==> src/rtl/cipher_pkg.sv <==
// cipher_pkg: shared mode/state encodings and defaults for the cipher stream engine
package cipher_pkg;
  typedef enum logic [1:0] {MODE_PASS = 2'b00, MODE_CAESAR = 2'b01, MODE_VIG = 2'b10, MODE_AUTO = 2'b11} mode_t;
  typedef enum logic [1:0] {S_IDLE = 2'b00, S_RUN = 2'b01, S_DRAIN = 2'b10} state_t;
  localparam int DEFAULT_ALPHA = 26;
endpackage

==> src/rtl/cipher_mod_alu.sv <==
// cipher_mod_alu: combinational modular add/subtract over an ALPHA-symbol alphabet
module cipher_mod_alu
  import cipher_pkg::*;
#(
  parameter int SYM_W = 5,
  parameter int ALPHA = DEFAULT_ALPHA
) (
  input  logic [SYM_W-1:0] in_sym,
  input  logic [SYM_W-1:0] k,
  input  logic             decode,
  output logic [SYM_W-1:0] out,
  output logic             in_range
);
  localparam logic [SYM_W:0] A = ALPHA[SYM_W:0];
  logic [SYM_W:0] sum, dif, sum_w, dif_w;
  always_comb begin
    sum = {1'b0, in_sym} + {1'b0, k};
    dif = {1'b0, in_sym} - {1'b0, k};
    sum_w = sum >= A ? sum - A : sum;
    dif_w = dif[SYM_W] ? dif + A : dif;
    in_range = {1'b0, in_sym} < A;
    out = !in_range ? in_sym : decode ? dif_w[SYM_W-1:0] : sum_w[SYM_W-1:0];
  end
endmodule

==> src/rtl/cipher_stream_engine.sv <==
// cipher_stream_engine: streaming pass/Caesar/Vigenere/autokey codec with valid/ready on both sides
module cipher_stream_engine
  import cipher_pkg::*;
#(
  parameter int SYM_W = 5,
  parameter int ALPHA = DEFAULT_ALPHA,
  parameter int KEY_DEPTH = 8
) (
  input  logic                           clk,
  input  logic                           reset,
  input  logic [1:0]                     mode,
  input  logic                           decode,
  input  logic                           key_wr,
  input  logic [SYM_W-1:0]               key_sym,
  input  logic                           key_clr,
  input  logic                           start,
  input  logic                           stop,
  input  logic                           in_valid,
  output logic                           in_ready,
  input  logic [SYM_W-1:0]               in_sym,
  output logic                           out_valid,
  input  logic                           out_ready,
  output logic [SYM_W-1:0]               out_sym,
  output logic                           busy,
  output logic                           err,
  output logic [$clog2(KEY_DEPTH+1)-1:0] key_len
);
  localparam int LW = $clog2(KEY_DEPTH + 1);
  localparam int IW = KEY_DEPTH > 1 ? $clog2(KEY_DEPTH) : 1;
  localparam logic [SYM_W:0] A = ALPHA[SYM_W:0];
  localparam logic [LW-1:0] KD = KEY_DEPTH[LW-1:0];
  state_t state;
  mode_t mode_q;
  logic dec_q, warm, xfer, last, alu_ok;
  logic [SYM_W-1:0] key [KEY_DEPTH];
  logic [SYM_W-1:0] hist [KEY_DEPTH];
  logic [SYM_W-1:0] k, alu_out, plain;
  logic [IW-1:0] idx;
  // idx doubles as the history pointer: both wrap at key_len, so hist[idx] is the plaintext key_len transfers back
  always_comb begin
    k = mode_q == MODE_PASS ? '0 : mode_q == MODE_CAESAR ? key[0] : (mode_q == MODE_AUTO && warm) ? hist[idx] : key[idx];
    in_ready = state == S_RUN && (!out_valid || out_ready);
    xfer = in_valid && in_ready;
    last = LW'(idx) == key_len - LW'(1);
    plain = dec_q ? alu_out : in_sym;
    busy = state != S_IDLE;
  end
  cipher_mod_alu #(.SYM_W(SYM_W), .ALPHA(ALPHA)) u_alu (
    .in_sym(in_sym), .k(k), .decode(dec_q), .out(alu_out), .in_range(alu_ok)
  );
  always_ff @(posedge clk) begin
    if (reset) begin
      state <= S_IDLE;
      mode_q <= MODE_PASS;
      dec_q <= 1'b0;
      warm <= 1'b0;
      idx <= '0;
      key_len <= '0;
      err <= 1'b0;
      out_valid <= 1'b0;
      out_sym <= '0;
      for (int i = 0; i < KEY_DEPTH; i++) begin
        key[i] <= '0;
        hist[i] <= '0;
      end
    end else begin
      if (xfer) begin
        out_valid <= 1'b1;
        out_sym <= alu_out;
      end else if (out_ready) out_valid <= 1'b0;
      case (state)
        S_IDLE: begin
          if (key_clr) begin
            key_len <= '0;
            err <= 1'b0;
          end else if (key_wr) begin
            if ({1'b0, key_sym} < A && key_len < KD) begin
              key[key_len[IW-1:0]] <= key_sym;
              key_len <= key_len + LW'(1);
            end else err <= 1'b1;
          end
          if (start) begin
            if (mode != MODE_PASS && key_len == '0) err <= 1'b1;
            else begin
              state <= S_RUN;
              mode_q <= mode_t'(mode);
              dec_q <= decode;
              idx <= '0;
              warm <= 1'b0;
            end
          end
        end
        S_RUN: begin
          if (xfer) begin
            if (!alu_ok) err <= 1'b1;
            else if (mode_q == MODE_VIG || mode_q == MODE_AUTO) begin
              hist[idx] <= plain;
              idx <= last ? '0 : idx + IW'(1);
              if (last) warm <= 1'b1;
            end
          end
          if (stop) state <= S_DRAIN;
        end
        S_DRAIN: if (!out_valid || out_ready) state <= S_IDLE;
        default: state <= S_IDLE;
      endcase
    end
  end
endmodule

==> config.mk <==
export PLATFORM = sky130hd
export DESIGN_NAME = cipher_stream_engine
export DESIGN_NICKNAME = d
export VERILOG_FILES = /design/src/rtl/cipher_pkg.sv /design/src/rtl/cipher_mod_alu.sv /design/src/rtl/cipher_stream_engine.sv
export SDC_FILE = /design/constraint.sdc
export NUM_CORES = 1
export LEC_CHECK = 0
export BUFFER_PORTS_ARGS = -buffer_cell sky130_fd_sc_hd__buf_4
export CORE_ASPECT_RATIO = 0.7
export CORE_UTILIZATION = 55
export DETAILED_ROUTE_END_ITERATION = 6
export HOLD_SLACK_MARGIN = 0.12
export PLACE_DENSITY = 0.76
export SLEW_MARGIN = 20
export SYNTH_ARGS = -nofsm -noshare
export SYNTH_HDL_FRONTEND = slang
export SYNTH_HIERARCHICAL = 1
export SYNTH_SLANG_ARGS = --single-unit
==> constraint.sdc <==
create_clock -name clk -period 3.7 [get_ports clk]
set_clock_uncertainty 0.05 [all_clocks]
set_input_delay 0.185 -clock clk [delete_from_list [all_inputs] [get_ports clk]]
set_output_delay 0.185 -clock clk [all_outputs]
set_load 0.1 [all_outputs]
==> results.txt <==
Top cells by area, synth: edfxtp_1 (42%), dfxtp_1 (8.1%), mux4_2 (8.0%)
Max-cap violation count: 0
Fin util: 0.713
RSZ-0062 raised after global routing: yes
CP Launch Type: flop
Setup CP Type: reg2reg
PD cells: 380 nW/um^2
Fill count: 675
CTS max path bufs: 2
Reg area: 2860 sq um
Nets@finish: 613
Worst path arrival time: 4.24 ns
Combinational share of power: 0.167
Num Clock Sinks: 103
Total track usage: 0.281
Ys async rst share: 0
Syn avg cell area: 11.5 sq um
Core area: 9830 sq um
Post-route non-filler standard cell count: 707
F_max: 245 MHz
CTS clock-pin slew for the worst setup and hold paths: 0.07 ns
Netlist cell types: 67
FF+latch count, synth: 103
Initial Util: 0.575
Synth warn: 6
CP max FO: 8
Largest net degree at the start of global routing: 42
Inst Count DP: 676
Main synth FF type: edfxtp_1
CP endpoint kind: flop
Post-DP HPWL: 10.1 mm
WL/cell: 19.8 um
Layout cells sized above 1: 0.339
Diode count: 0
Tcrit/Tclk final: 1.10
VDD IR max: 0.295 mV
Failing checks: negative setup slack
Clk Latency, worst-skew pair: 0.35 ns
Worst Tran Pin Value: 0.737 ns
Min Tclk post-route: 4.07 ns
Hold Crit Class: in2reg
Final hold slack: 0.145 ns
CTS buffer count: 9
Post-route DRC violation count: 0
CTS tree: built
Final WS setup: -0.375 ns
Overall Power: 2670 uW
Cell taking the most area after synthesis: edfxtp_1
Leakage: 0.00268 uW
Slew Viols, Final: 0
Initial antenna violation count: 0
Internal: 1950 uW
Share of total power in sequential cells: 0.490
Initial DRC count: 493
PortBufs: 33
Syn Nets: 532
Vias in the first global route: 4142
Htree depth: 3
Final ANT Viol Nets: 0
Status: finished with violations
Avg Vias per Cell: 5.94
Setup TNS: -10.08 ns
Total Routed Length: 14.0 mm
Sequential share of the synthesized area: 0.506
Worst path required time: 3.86 ns
Cell row count: 30
Die Ht: 86.8 um
CTS Root Cell: clkbuf_16
Drt first pass iters: 5
RD Place Congestion: 0.906
Die W: 123 um
Area of the multi-input gates: 2810 sq um
Synth-to-Final Area Change: 23.9%
# IOs: 34
Final Hold Viols: 0
Post-synth EDFFs: 80
First-pass GRT wire length: 21.8 mm
Area of the die: 10700 sq um
Switch Pwr: 721 uW
Top cell type's share of synthesized area: 0.425
Slew HR: 0.508
Via count: 4203
Gr ovfl total: 0
Cells after synthesis: 493
Setup-failing EPs final: 36
Sw Share: 0.270
Post-synthesis cell area: 5650 sq um
Clock share of power: 0.343
[state kept, by name, indices dropped and copies added (netlist names), 2 cells and up, named ones only]
signal and cells:
hist 40, key 40, out_sym 5, key_len 4, idx 3, mode_q 2, state 2
[metrics by stage]
step | setup slack (ns) | cell area [sq um]
detailed placement | -0.425 | 6380
floorplan | 0.00903 | 5690
global route | -0.547 | 7010
finish | -0.375 | 7010
global placement | -0.387 | 6380
CTS | -0.268 | 6880
[power groups by stage]
stage / logic, uW / registers, uW / clock network, uW
final: 446 / 1310 / 914
after detailed placement: 394 / 1330 / 0
after CTS: 426 / 1310 / 928
after floorplan: 229 / 1350 / 0
after global routing: 474 / 1310 / 968
after global placement: 385 / 1330 / 0
[final timing paths]
path	start	end	slack [ns]	cells after the start
worst max-delay path	flop	hist[1][3]	-0.37	19
worst min-delay path	key_sym[4]	key[7][4]	0.15	2
worst max register to register	flop	hist[1][3]	-0.37	19
worst min register to register	out_sym[1]	out_sym[1]	0.46	2
[cell families (layout without fill, tap and decap cells)]
kind of cell    count (synthesis)  count (layout)  synth area share
buf+inv                        41             127            0.0310
flops                         103             103             0.506
mux                            42              42             0.119
simple gates                  216             216             0.206
fa+ha+maj                      18              18            0.0425
xor+xnor                       11              11            0.0170
compound gates                 62              62            0.0790
[critical path: stages (launching register included)]
cell and delay (ns):
dfxtp_2 0.35, buf_12 0.13, mux4_2 0.50, nand2_1 0.08, a21oi_1 0.07, a21oi_1 0.16, o21ai_1 0.13, inv_1 0.21
ha_1 0.32, nor2b_4 0.22, nor3_4 0.07, a221oi_2 0.31, o2bb2ai_2 0.17, a21oi_4 0.10, buf_6 0.13, o21a_1 0.19
o31ai_4 0.28, mux2i_1 0.14, buf_6 0.20, nor2_2 0.10
[cell usage after synthesis (all sizes together) (5+ instances only)]
cell	count
nor3	10
a21oi	23
nand2b	14
nand3	5
clkbuf	16
mux4	20
inv	17
xnor2	9
nor2	74
edfxtp	80
or2	12
ha	16
and2	44
dfxtp	23
mux2i	22
nand2	28
o21ai	14
buf	8
[what timing repair did]
action                                  CTS  global route
pin swaps                                13            13
setup buffers                             9             2
endpoints found under the setup margin   36            36
resized for setup                        17            33
hold buffers                              5             0
hold endpoints to repair                  6             0
[placed cells by master, fill, tap and decap left out, types with 3 or more instances in the layout]
master and n:
buf_12 7, nand3_1 4, nand2b_1 14, clkbuf_16 9, nor2_1 53, mux4_2 20
o21ai_2 5, xnor2_1 9, or2_2 12, edfxtp_1 80, a21oi_1 16, dfxtp_1 22
o21ai_1 3, nand4_1 3, a31oi_1 3, ha_1 11, inv_1 15, and2_1 44
o21ai_0 6, or3_1 4, buf_4 80, nor2_2 9, nand2_1 28, nor3_1 6
ha_2 4, a21oi_2 6, nor3_2 3, and3_1 3, dlygate4sd3_1 5, mux2i_1 19
nor2_4 12
[metal layers]
layer  GRT usage  share of wire  vias to the layer above
li1            -              -                     1944
met1       0.397           0.44                     2045
met2       0.426           0.46                      183
met3      0.0704          0.084                       31
met4      0.0920          0.021                        0
met5           0              0                        -
[layout make-up]
class                           count  area share
Sequential cell                   103       0.409
Clock inverter                      7     0.00946
Clock buffer                        9      0.0321
Inverter                           17     0.00946
Multi-Input combinational cell    349       0.401
Tap cell                          128      0.0229
Timing Repair Buffer               94       0.116
Power figures use the tool's default switching activity.
